[config.mk]
export PLATFORM = sky130hd
export DESIGN_NAME = alu_issue_flat
export DESIGN_NICKNAME = d
export VERILOG_FILES = /design/src/rtl/alu_issue_if.sv /design/src/rtl/alu_issue.sv /design/src/flat_wrapper.sv
export SDC_FILE = /design/constraint.sdc
export NUM_CORES = 1
export LEC_CHECK = 0
export ABC_AREA = 1
export CORE_MARGIN = 5
export CORE_UTILIZATION = 40
export DETAILED_ROUTE_END_ITERATION = 6
export PLACE_DENSITY = 0.73
export RECOVER_POWER = 25
export SETUP_SLACK_MARGIN = 0.5
export SLEW_MARGIN = 20
export SYNTH_ARGS = -nofsm -noshare
export SYNTH_HDL_FRONTEND = slang
export SYNTH_SLANG_ARGS = --single-unit
[constraint.sdc]
create_clock -name clock -period 2.5 [get_ports clock]
set_input_delay 0.5 -clock clock [delete_from_list [all_inputs] [get_ports clock]]
set_output_delay 0.5 -clock clock [all_outputs]
set_load 0.01 [all_outputs]
[src/rtl/alu_issue_if.sv]
// alu_issue_if: upstream offer, ALU drive/result and writeback bundle for the issue stage
interface alu_issue_if #(parameter int XLEN = 32);
  logic            in_valid;
  logic            in_ready;
  logic [31:0]     in_instr;
  logic [XLEN-1:0] in_pc;
  logic [XLEN-1:0] in_rs1_val;
  logic [XLEN-1:0] in_rs2_val;
  logic            alu_enable;
  logic [3:0]      alu_func;
  logic [XLEN-1:0] alu_a;
  logic [XLEN-1:0] alu_b;
  logic [XLEN-1:0] alu_res;
  logic            out_valid;
  logic            out_ready;
  logic [4:0]      out_rd;
  logic            out_we;
  logic [XLEN-1:0] out_value;
  logic            out_branch;
  logic            out_taken;
  logic [XLEN-1:0] out_target;
  logic            out_illegal;
  modport master (
    input  in_valid, in_instr, in_pc, in_rs1_val, in_rs2_val, alu_res, out_ready,
    output in_ready, alu_enable, alu_func, alu_a, alu_b,
           out_valid, out_rd, out_we, out_value, out_branch, out_taken, out_target, out_illegal
  );
  modport slave (
    output in_valid, in_instr, in_pc, in_rs1_val, in_rs2_val, alu_res, out_ready,
    input  in_ready, alu_enable, alu_func, alu_a, alu_b,
           out_valid, out_rd, out_we, out_value, out_branch, out_taken, out_target, out_illegal
  );
endinterface

[src/rtl/alu_issue.sv]
// alu_issue: RV32I decode/issue stage sequencing a one-cycle registered ALU
module alu_issue (
  input logic       clock,
  input logic       reset,
  alu_issue_if.master bus
);
  typedef enum logic [1:0] {IDLE, EXEC, CAPT, DONE} state_t;
  state_t      state;
  logic [31:0] ins, rs1, rs2, i_imm, u_imm, b_imm, dec_a, dec_b;
  logic [6:0]  f7;
  logic [2:0]  f3;
  logic [3:0]  dec_func;
  logic        dec_ill, dec_br, shift;
  function automatic logic [3:0] arith(input logic [2:0] f, input logic alt);
    case (f)
      3'd0:    arith = alt ? 4'h8 : 4'h0;
      3'd1:    arith = 4'h6;
      3'd2:    arith = 4'h1;
      3'd3:    arith = 4'h2;
      3'd4:    arith = 4'h5;
      3'd5:    arith = alt ? 4'h9 : 4'h7;
      3'd6:    arith = 4'h4;
      default: arith = 4'h3;
    endcase
  endfunction
  assign ins          = bus.in_instr;
  assign rs1          = bus.in_rs1_val;
  assign rs2          = bus.in_rs2_val;
  assign f7           = ins[31:25];
  assign f3           = ins[14:12];
  assign shift        = f3[1:0] == 2'b01;
  assign i_imm        = {{20{ins[31]}}, ins[31:20]};
  assign u_imm        = {ins[31:12], 12'h000};
  assign b_imm        = {{20{ins[31]}}, ins[7], ins[30:25], ins[11:8], 1'b0};
  assign bus.in_ready = state == IDLE;
  // decode the offered instruction into ALU func/operands and legality
  always_comb begin
    dec_func = 4'h0;
    dec_a    = rs1;
    dec_b    = rs2;
    dec_ill  = 1'b0;
    dec_br   = 1'b0;
    case (ins[6:0])
      7'b0110011: begin
        dec_func = arith(f3, f7[5]);
        dec_b    = shift ? {27'd0, rs2[4:0]} : rs2;
        dec_ill  = !(f7 == 7'h00 || (f7 == 7'h20 && (f3 == 3'd0 || f3 == 3'd5)));
      end
      7'b0010011: begin
        dec_func = arith(f3, shift & f7[5]);
        dec_b    = shift ? {27'd0, ins[24:20]} : i_imm;
        dec_ill  = shift && !(f7 == 7'h00 || (f7 == 7'h20 && f3 == 3'd5));
      end
      7'b1100011: begin
        dec_br   = 1'b1;
        dec_func = f3 == 3'd0 ? 4'hA : f3 == 3'd1 ? 4'hB : f3 == 3'd4 ? 4'h1 :
                   f3 == 3'd5 ? 4'hC : f3 == 3'd6 ? 4'h2 : 4'hD;
        dec_ill  = f3[2:1] == 2'b01;
      end
      7'b0110111: begin
        dec_a = '0;
        dec_b = u_imm;
      end
      7'b0010111: begin
        dec_a = bus.in_pc;
        dec_b = u_imm;
      end
      default: dec_ill = 1'b1;
    endcase
  end
  // issue FSM: latch on accept, pulse the ALU, capture its result, hold until drained
  always_ff @(posedge clock) begin
    if (reset) begin
      state           <= IDLE;
      bus.alu_enable  <= 1'b0;
      bus.alu_func    <= '0;
      bus.alu_a       <= '0;
      bus.alu_b       <= '0;
      bus.out_valid   <= 1'b0;
      bus.out_rd      <= '0;
      bus.out_we      <= 1'b0;
      bus.out_value   <= '0;
      bus.out_branch  <= 1'b0;
      bus.out_taken   <= 1'b0;
      bus.out_target  <= '0;
      bus.out_illegal <= 1'b0;
    end else begin
      bus.alu_enable <= state == IDLE && bus.in_valid && !dec_ill;
      case (state)
        IDLE: if (bus.in_valid) begin
          state           <= dec_ill ? DONE : EXEC;
          bus.out_valid   <= dec_ill;
          bus.out_rd      <= ins[11:7];
          bus.out_we      <= !dec_ill && !dec_br && ins[11:7] != 5'd0;
          bus.out_value   <= '0;
          bus.out_branch  <= dec_br && !dec_ill;
          bus.out_taken   <= 1'b0;
          bus.out_target  <= dec_br ? bus.in_pc + b_imm : '0;
          bus.out_illegal <= dec_ill;
          if (!dec_ill) begin
            bus.alu_func <= dec_func;
            bus.alu_a    <= dec_a;
            bus.alu_b    <= dec_b;
          end
        end
        EXEC: state <= CAPT;
        CAPT: begin
          state         <= DONE;
          bus.out_value <= bus.alu_res;
          bus.out_taken <= bus.out_branch && bus.alu_res[0];
          bus.out_valid <= 1'b1;
        end
        default: if (bus.out_ready) begin
          state         <= IDLE;
          bus.out_valid <= 1'b0;
        end
      endcase
    end
  end
endmodule

[src/flat_wrapper.sv]
// flat-port wrapper written by rule: the top's interface ports become plain ports
module alu_issue_flat 
  (clock, reset, bus_in_valid, bus_in_instr, bus_in_pc, bus_in_rs1_val, bus_in_rs2_val, bus_alu_res, bus_out_ready, bus_in_ready, bus_alu_enable, bus_alu_func, bus_alu_a, bus_alu_b, bus_out_valid, bus_out_rd, bus_out_we, bus_out_value, bus_out_branch, bus_out_taken, bus_out_target, bus_out_illegal);
  alu_issue_if bus_i ();
  input logic clock;
  input logic reset;
  input wire logic [$bits(bus_i.in_valid)-1:0] bus_in_valid;
  input wire logic [$bits(bus_i.in_instr)-1:0] bus_in_instr;
  input wire logic [$bits(bus_i.in_pc)-1:0] bus_in_pc;
  input wire logic [$bits(bus_i.in_rs1_val)-1:0] bus_in_rs1_val;
  input wire logic [$bits(bus_i.in_rs2_val)-1:0] bus_in_rs2_val;
  input wire logic [$bits(bus_i.alu_res)-1:0] bus_alu_res;
  input wire logic [$bits(bus_i.out_ready)-1:0] bus_out_ready;
  output wire logic [$bits(bus_i.in_ready)-1:0] bus_in_ready;
  output wire logic [$bits(bus_i.alu_enable)-1:0] bus_alu_enable;
  output wire logic [$bits(bus_i.alu_func)-1:0] bus_alu_func;
  output wire logic [$bits(bus_i.alu_a)-1:0] bus_alu_a;
  output wire logic [$bits(bus_i.alu_b)-1:0] bus_alu_b;
  output wire logic [$bits(bus_i.out_valid)-1:0] bus_out_valid;
  output wire logic [$bits(bus_i.out_rd)-1:0] bus_out_rd;
  output wire logic [$bits(bus_i.out_we)-1:0] bus_out_we;
  output wire logic [$bits(bus_i.out_value)-1:0] bus_out_value;
  output wire logic [$bits(bus_i.out_branch)-1:0] bus_out_branch;
  output wire logic [$bits(bus_i.out_taken)-1:0] bus_out_taken;
  output wire logic [$bits(bus_i.out_target)-1:0] bus_out_target;
  output wire logic [$bits(bus_i.out_illegal)-1:0] bus_out_illegal;
  assign bus_i.in_valid = bus_in_valid;
  assign bus_i.in_instr = bus_in_instr;
  assign bus_i.in_pc = bus_in_pc;
  assign bus_i.in_rs1_val = bus_in_rs1_val;
  assign bus_i.in_rs2_val = bus_in_rs2_val;
  assign bus_i.alu_res = bus_alu_res;
  assign bus_i.out_ready = bus_out_ready;
  assign bus_in_ready = bus_i.in_ready;
  assign bus_alu_enable = bus_i.alu_enable;
  assign bus_alu_func = bus_i.alu_func;
  assign bus_alu_a = bus_i.alu_a;
  assign bus_alu_b = bus_i.alu_b;
  assign bus_out_valid = bus_i.out_valid;
  assign bus_out_rd = bus_i.out_rd;
  assign bus_out_we = bus_i.out_we;
  assign bus_out_value = bus_i.out_value;
  assign bus_out_branch = bus_i.out_branch;
  assign bus_out_taken = bus_i.out_taken;
  assign bus_out_target = bus_i.out_target;
  assign bus_out_illegal = bus_i.out_illegal;
  alu_issue u_core (.clock(clock), .reset(reset), .bus(bus_i));
endmodule
After elaboration in Yosys (flattened, before gate mapping)
Cells that the tools add are included.

word-level totals
  register bits after elaboration = 145
  bits of input ports = 164
  output and inout bits = 144
  word-level logic and storage cells = 93

operators by class
  $add $sub $neg = 1
  eq/ne operators = 17
  multiplexer cells = 30
  bitwise operators = 3
  reductions and logical operators = 29

operators with widths
  kind                  count
  $mux W32              4
  $pmux W32 S2          2
  $pmux W32 S3          1
  $pmux W4 S7           2
  $mux W4               9
  $add A32 B32 Y32      1
  $eq A7 B6 Y1 const B  3
  $eq A7 B5 Y1 const B  2
  $pmux W4 S3           1
  $eq A3 B3 Y1 const B  3
  $logic_and A1 B1 Y1   9
  $eq A7 B7 Y1 const B  1
  $logic_not A7 Y1      1
  $eq A2 B1 Y1 const B  3
  $eq A3 B2 Y1 const B  2
  $mux W2               3
  $pmux W2 S3           1
  $reduce_and A2 Y1     3
  $reduce_and A3 Y1     2
  $reduce_bool A5 Y1    1
  $logic_not A1 Y1      4
  $mux W1               4
  $pmux W1 S4           1
  $reduce_bool A4 Y1    1
  13 further kinds      16

Logic depth before layout (Yosys ltp)
Gate-level depths: netlist of run 1.

  depth after elaboration = 9
  depth in mapped cells = 13
  depth with buffers taken out = 13

Worst setup path after synthesis of run 1
No wires, ideal clock.

  kind = input to register
  start point = input port bus_in_pc[1]
  end point = register u_core.bus.out_target[13] (netlist bit)
  setup time = 132 ps
  data arrival time = 1905 ps
  data required time = 2368 ps
  path slack = 463 ps
  cell stages on the path = 9
  buffers on the path = 0
  cells stage by stage = ha_1 -> fa_1 -> nand3_1 -> nand3_1 -> nand3_1 -> nand3_1 -> or2_2 -> nand3_1 -> a21oi_1

on the way
  word-level cells in the longest chain between the ends = 2

RTL lines
  what                    RTL line            RTL
  start: declaration      flat_wrapper.sv:9   input wire logic [$bits(bus_i.in_pc)-1:0] bus_in_pc;
  $add A32 B32 Y32        alu_issue.sv:98     bus.out_target <= dec_br ? bus.in_pc + b_imm : '0;
  $mux W32                alu_issue.sv:98
  end signal: assignment  alu_issue.sv:98
  end: declaration        alu_issue_if.sv:26  out_valid, out_rd, out_we, out_value, out_branch, out_taken, out_target, out_illegal

Every way passes these cells.
A chain may end at the register's enable or synchronous reset.

Final worst setup path of run 1
  start point = input port bus_in_instr[1]
  end point = register u_core.bus.alu_a[14]

on the way
  word-level cells in the longest chain between the ends = 5
  elaborated cells between the ends (all ways) = 10

RTL lines
  what                                          RTL line            RTL
  start: declaration                            flat_wrapper.sv:8   input wire logic [$bits(bus_i.in_instr)-1:0] bus_in_instr;
  $eq A7 B6 Y1 or $eq A7 B5 Y1 (tied branches)  alu_issue.sv:43     case (ins[6:0])
  $reduce_or A2 Y1 (no line)                    -
  $pmux W1 S4                                   alu_issue.sv:43
  $not A1 Y1 (no line)                          -
  $reduce_and A3 Y1 (no line)                   -
  end signal: assignment                        alu_issue.sv:77     bus.alu_a <= '0;
  end signal: assignment                        alu_issue.sv:102    bus.alu_a <= dec_a;
  end: declaration                              alu_issue_if.sv:25  output in_ready, alu_enable, alu_func, alu_a, alu_b,

Several ways; a longest one is shown, not always the timed one.

==> results.md, run 1 <==
* Die area at 23840 um^2
* Final worst slack at 0.4156 ns
* Clock Tree Buf Depth at 2
* Critical path depth at 13
* Run status: finished clean
* Filler cells at 1835
* Synthesized instance count at 1308
* Final Util at 68.64%
* # DRC at 0
* Layout cell share with drive strength beyond 1 at 16.44%
* Max Transition Viols Final at 0
* Gr ovfl total at 0
* Final layout net count at 1926
* Global-route wire length before repair at 52050 um
* Most frequent CP cell: nor2_4
* Yosys top cell area share at 34.81%
* Syn Area/Cell at 6.376 um^2
* Chip height at 154.4 um
* PD cells at 525.9 nW/um^2
* Drt initial violations at 539
* Placed cell area at 12640 um^2
* Area leader, netlist: dfxtp_1
* Worst endpoint required time at 2.88 ns
* CP Capture Type: flop
* Commonest non-fill, non-tap cell in the layout: nand2_1
* 1st-pass router iterations at 7
* Crit-path leading delay family: simple AND/OR/NAND/NOR gates
* CTS tree: yes
* Die W at 154.4 um
* Cells on worst reg2reg path at 6
* Area Growth Syn to Fin at 67.62%
* Htree depth at 4
* Post-Place Worst Slack at -0.1497 ns
* Worst-Skew Late Latency at 0.43 ns
* R2R Setup Slk at 0.49 ns
* I/O Buffers at 307
* Rows at 52
* Setup Viol. Count Final at 0
* Period Utilization, post-route at 83.37%
* Critical Path Source: bus_in_instr[1]
* Worst-path clk slew at 0.07 ns
* CP max-delay cell: dlygate4sd2_1
* Register area share after synthesis at 34.81%
* Min Tclk post-route at 2.084 ns
* Unrepaired setup endpoints after global routing: true
* Kind of critical path: input port to flop
* Total Wirelength at 34990 um
* Synth area leaders: dfxtp_1, nand2_1, nand3_1
* Wire per inst at 17.38 um
* Via-to-Cell Ratio at 5.103
* R2R Path Start: u_core.state[1]$_SDFFE_PP0P_
* Yosys warning total at 0
* Final cell count without fillers at 2013
* Syn Std Cell Area at 8339 um^2
* Most frequent cells in the layout: nand2_1, clkdlybuf4s50_1, dfxtp_1
* Design Area, Final at 13980 um^2
* Largest net degree at the start of global routing at 52
* Worst VDD drop at 0.5045 mV
* GPL Wtd Cong at 0.9202
* Core Box Area at 20360 um^2
* CP Launch Type: input port
* Worst Hold Class: input port to flop
* Cells after DPL at 1963
* FMAX at 479.8 MHz
* Pleak at 6.472 nW
* Clk root buf: clkbuf_16
* Top Ports at 308
* R2r endpoint: u_core.bus.out_target[23]$_SDFFE_PP0P_
* Synth Register Bits at 145
* CP arrival at 2.47 ns
* CP max stage delay at 0.31 ns
* CP Capture Point: u_core.bus.alu_a[14]$_SDFFE_PP0P_
* Critical Path Fanout Max at 11
* Initial Utilization at 40.95%
* Fin Clk Skew at 0.01200 ns
* Vias in the first global route at 9747
* Clock sink count at 145
* Mapped Nets at 1507
* Post-route ant nets at 0
* Final Hold Vio Count at 0
* MaxCap Viol Count at 0
* Via count at 10270
* Max_slew headroom at 45.72%
* CP Cell Sequence: dlygate4sd2_1 > nand3_1 > nor2_4 > inv_2 > nand2_2 > nand2_2 > nor2_4 > nand4_1 > nor2_4 > buf_4 > clkbuf_16 > nand2_1 > nand2_1
* Post-DP HPWL at 26110 um
* CTS buffer count at 17
* Initial antenna violation count at 6
* Gr usage total at 27.18%
* Buf/Inv on CP at 4
* Synth unique cells at 35
* Slew at the pin with the worst max-slew slack at 0.8142 ns
==> routing by layer <==
metal	vias to the layer above	track usage, %	part of all wire [%]	wire (um)
li1	5073	-	-	-
met1	4687	32.45	40	14160
met2	429	46.73	48	16850
met3	78	7.153	7.7	2702
met4	6	10.47	3.6	1256
met5	-	0	0.086	30
==> power by group <==
| part | internal, mW | switching [mW] | total (mW) | leakage, nW |
|---|---|---|---|---|
| sequential | 2.45 | 0.0786 | 2.53 | 1.17 |
| combinational | 1.04 | 1.18 | 2.22 | 5.01 |
| clock | 1.42 | 1.18 | 2.60 | 0.293 |
| total | 4.91 | 2.44 | 7.35 | 6.47 |
==> worst register-to-register path, cell delays in order, from the launching register on <==
cell,delay [ns]
dfxtp_1,0.38
inv_1,0.11
ha_1,0.25
nand2_1,0.17
clkbuf_2,0.65
nand2_1,0.18
a21oi_1,0.21
==> cell type report <==
cell class | instances | area (um^2) | share of cell area (%)
Inverter | 132 | 495.5 | 3.545
Tap cell | 270 | 337.8 | 2.417
Timing Repair Buffer | 457 | 4452 | 31.85
Multi-Input combinational cell | 974 | 5191 | 37.14
Antenna cell | 3 | 7.507 | 0.05371
Clock buffer | 17 | 425.4 | 3.043
Clock inverter | 15 | 165.2 | 1.182
Sequential cell | 145 | 2904 | 20.78
==> per-stage QoR <==
stage               power, mW  TNS, ns  hold slack (ns)
floorplan               3.590        0           0.4763
global placement        4.648   -1.675           0.4472
detailed placement      4.684   -2.686           0.4509
CTS                     7.330        0           0.4405
global route            7.719        0           0.4775
finish                  7.351        0           0.4413
==> state kept, by name, summed over array words and instances, names as in the netlist <==
register	flops
u_core.bus.out_we	1
u_core.bus.out_target	32
u_core.bus.alu_func	4
u_core.bus.alu_a	32
u_core.bus.alu_b	32
u_core.bus.out_rd	5
u_core.bus.out_illegal	1
u_core.bus.out_valid	1
u_core.bus.out_branch	1
u_core.bus.alu_enable	1
u_core.bus.out_taken	1
u_core.bus.out_value	32
u_core.state	2
==> worst min path at each step <==
| stage | start | to | slack, ns | cells past startpoint |
|---|---|---|---|---|
| global placement | u_core.bus.out_value[20]$_SDFFE_PP0P_ | u_core.bus.out_value[20]$_SDFFE_PP0P_ | 0.45 | 2 |
| detailed placement | u_core.bus.out_value[19]$_SDFFE_PP0P_ | u_core.bus.out_value[19]$_SDFFE_PP0P_ | 0.45 | 2 |
| CTS | reset | u_core.bus.out_taken$_SDFFE_PP0P_ | 0.44 | 4 |
| global route | u_core.bus.out_target[20]$_SDFFE_PP0P_ | u_core.bus.out_target[20]$_SDFFE_PP0P_ | 0.48 | 2 |
| floorplan | u_core.state[1]$_SDFFE_PP0P_ | u_core.state[1]$_SDFFE_PP0P_ | 0.48 | 2 |
| finish | reset | u_core.bus.out_taken$_SDFFE_PP0P_ | 0.44 | 4 |
==> cells in the mapped netlist <==
master    number
inv_2          5
nand4_1        5
a31o_2         1
xor2_1         3
dfxtp_1      145
a211oi_1       1
ha_1          34
a31oi_1        2
nor2_4         2
fa_1           1
xnor2_1        1
nand2_2        1
a21boi_0       2
inv_1        123
clkinv_1       4
nand2_1      500
a21o_1         1
or2_2         12
o21ai_0       21
and2_1         4
o21ai_1       10
nor2_1        74
a21oi_1       96
a32o_1        32
buf_4          7
a22oi_1        5
o21bai_1       1
clkbuf_1      41
buf_2          3
nand3_1      146
o22ai_1        2
nor3_1        14
nand4_4        1
buf_1          6
nand3b_1       2
==> cell families (layout without fill, tap and decap cells) <==
logic type,Yosys count,count (layout),share of synthesized area (%)
AO/OA/AOI/OAI,174,174,12.77
buffers and inverters,189,621,8.867
adder cells (fa/ha/maj),35,35,5.341
other,0,3,0
XOR/XNOR,4,4,0.4202
flip-flops,145,145,34.81
AND/OR/NAND/NOR,761,761,37.79
==> repair_timing <==
item | 4_1_cts | 5_1_grt
hold buffers | 0 | 0
pin swaps | 3 | 19
resized for setup | 67 | 87
setup buffers | 1 | 8
gates cloned | 1 | 5
endpoints found under the setup margin | 96 | 96
Power figures use the tool's default switching activity.
==> run 2, diff against run 1 <==
--- a/config.mk
+++ b/config.mk
@@ -9,7 +9,7 @@
 export CORE_MARGIN = 5
 export CORE_UTILIZATION = 40
 export DETAILED_ROUTE_END_ITERATION = 6
-export PLACE_DENSITY = 0.73
+export PLACE_DENSITY = 0.76
 export RECOVER_POWER = 25
 export SETUP_SLACK_MARGIN = 0.5
 export SLEW_MARGIN = 20
==> constraint.sdc (replaced) <==
create_clock -name clock -period 1.8 [get_ports clock]
set_input_delay 0.36 -clock clock [delete_from_list [all_inputs] [get_ports clock]]
set_output_delay 0.36 -clock clock [all_outputs]
set_load 0.01 [all_outputs]
==> results.md, run 2 (synthesis gave the netlist of run 1 again) <==
* Chip height at 154.4 um
* Fin Hold WS at 0.2908 ns
* Vias in the first global route at 11000
* Pleak at 7.828 nW
* Clock group share of total power at 31.0%
* Unrepaired setup endpoints after global routing: true
* Critical Path Source: bus_in_valid
* Clock sink count at 145
* Worst Hold Class: input port to flop
* Switching Share at 36.57%
* Filler cells at 1200
* Commonest non-fill, non-tap cell in the layout: nand2_1
* 1st-pass router iterations at 5
* Post-Place Worst Slack at -0.6743 ns
* Combinational share of power at 39.6%
* Final layout net count at 2013
* Critical Path Fanout Max at 5
* Final worst slack at -0.02840 ns
* Internal power at 7.681 mW
* Multi-input logic area at 7204 um^2
* Htree depth at 4
* Max_slew headroom at 31.11%
* Via-to-Cell Ratio at 5.644
* Area Growth Syn to Fin at 100.2%
* Gr usage total at 31.76%
* Top Ports at 308
* Setup Viol. Count Final at 1
* FMAX at 546.9 MHz
* Post-route ant nets at 0
* R2R Path Start: u_core.state[0]$_SDFFE_PP0P_
* Run status: complete, but fails checks
* Worst-path clk slew at 0.07 ns
* # DRC at 0
* Post-DP HPWL at 26620 um
* Layout cell share with drive strength beyond 1 at 46.20%
* Kind of critical path: input port to flop
* Final setup TNS at -0.02840 ns
* Total Wirelength at 45830 um
* CP Launch Type: input port
* CP max stage delay at 0.64 ns
* Sequential Power Share at 29.4%
* Switching power at 4.429 mW
* Initial antenna violation count at 4
* Most frequent cells in the layout: nand2_1, buf_4, nand2_2
* Cells on worst reg2reg path at 12
* Hold buffers post-CTS at 0
* Largest net degree at the start of global routing at 65
* Via count at 11850
* Clock Tree Buf Depth at 2
* CP Capture Point: u_core.bus.alu_b[21]$_SDFFE_PP0P_
* CTS tree: yes
* Global-route wire length before repair at 60600 um
* Failing checks: setup timing
* Clk root buf: clkbuf_16
* CP max-delay cell: clkdlybuf4s50_1
* Worst VDD drop at 0.6844 mV
* GPL Wtd Cong at 0.9231
* Worst endpoint required time at 2.17 ns
* Die W at 154.4 um
* Drt initial violations at 995
* Worst-Skew Late Latency at 0.44 ns
* Wire per inst at 21.84 um
* PD cells at 725.3 nW/um^2
* CP arrival at 2.20 ns
* Max Transition Viols Final at 0
* Min Tclk post-route at 1.828 ns
* Gr ovfl total at 0
* R2r endpoint: u_core.bus.alu_b[21]$_SDFFE_PP0P_
* R2R Setup Slk at 0.01 ns
* Period Utilization, post-route at 101.6%
* Die area at 23840 um^2
* Hold_sp: bus_in_instr[10]
* CP Cell Sequence: clkdlybuf4s50_1 > nand2_4 > clkinv_4 > nand4_4 > nor2_4 > buf_6 > buf_12 > buf_12 > buf_16 > nand2_1 > nand2_1
* Register area at 2944 um^2
* CTS buffer count at 17
* Fin Clk Skew at 0.01673 ns
* Final Hold Vio Count at 0
* Rows at 52
* Slew at the pin with the worst max-slew slack at 1.033 ns
* CP Capture Type: flop
* Initial Utilization at 40.95%
* I/O Buffers at 307
* Core Box Area at 20360 um^2
* MaxCap Viol Count at 0
[run 2: changes by cell type in the layout (fill, tap and decap cells not counted), moves of 55 or more]
cell,before,now
clkdlybuf4s50_1,238,110
clkbuf_1,0,60
a21oi_2,7,69
nand2_1,486,298
nand2_4,2,84
nand2_2,13,117
a21oi_1,89,25
nand3_1,140,85
[run 2: worst min-delay path by stage]
stage / to / slack (ns) / cells after the start
2_1_floorplan: u_core.state[0]$_SDFFE_PP0P_ / 0.48 / 2
6_report: u_core.bus.out_rd[3]$_SDFFE_PP0P_ / 0.29 / 3
3_3_place_gp: u_core.bus.out_value[3]$_SDFFE_PP0P_ / 0.45 / 2
5_1_grt: u_core.state[1]$_SDFFE_PP0P_ / 0.29 / 2
3_5_place_dp: u_core.bus.out_value[27]$_SDFFE_PP0P_ / 0.45 / 2
4_1_cts: u_core.bus.out_rd[3]$_SDFFE_PP0P_ / 0.28 / 3
[run 2: routing by layer]
layer / vias to the layer above / track usage, % / wire length, um
li1: 5279 / - / -
met1: 5569 / 38.12 / 16490
met2: 760 / 54.14 / 22370
met3: 234 / 7.181 / 4039
met4: 4 / 14.51 / 2914
met5: - / 0 / 20
[run 2: critical path: cells and delay by family]
kind / cells / cell delay [ns]
buffers and inverters: 6 / 1.20
AND/OR/NAND/NOR: 5 / 0.64
[run 2: final cells by class]
type	count	share of cell area (%)
Clock inverter	14	1.019
Multi-Input combinational cell	975	43.15
Sequential cell	145	17.63
Antenna cell	2	0.02998
Tap cell	270	2.023
Clock buffer	18	2.570
Timing Repair Buffer	543	30.19
Inverter	132	3.387
[run 2: through the flow]
| step | util [%] | area [um^2] | instances | total power, mW |
|---|---|---|---|---|
| CTS | 76.43 | 15560 | 2075 | 10.95 |
| global route | 81.99 | 16700 | 2099 | 12.49 |
| global placement | 65.96 | 13430 | 1974 | 6.784 |
| finish | 81.99 | 16700 | 2099 | 12.11 |
| detailed placement | 65.96 | 13430 | 1974 | 6.842 |
| floorplan | - | 9101 | 1308 | 5.300 |
[run 2: repair_timing]
item | in CTS | in global routing
resized for setup | 600 | 568
setup buffers | 55 | 16
pin swaps | 117 | 137
endpoints found under the hold margin | 0 | 0
endpoints found under the setup margin | 284 | 285
cloned | 14 | 6
[run 2: power by group through the flow]
stage	registers (mW)	clock network, mW	logic (mW)
floorplan	3.68	0	1.62
global placement	3.59	0	3.19
detailed placement	3.60	0	3.24
CTS	3.52	3.72	3.71
global route	3.57	3.89	5.03
finish	3.56	3.75	4.80
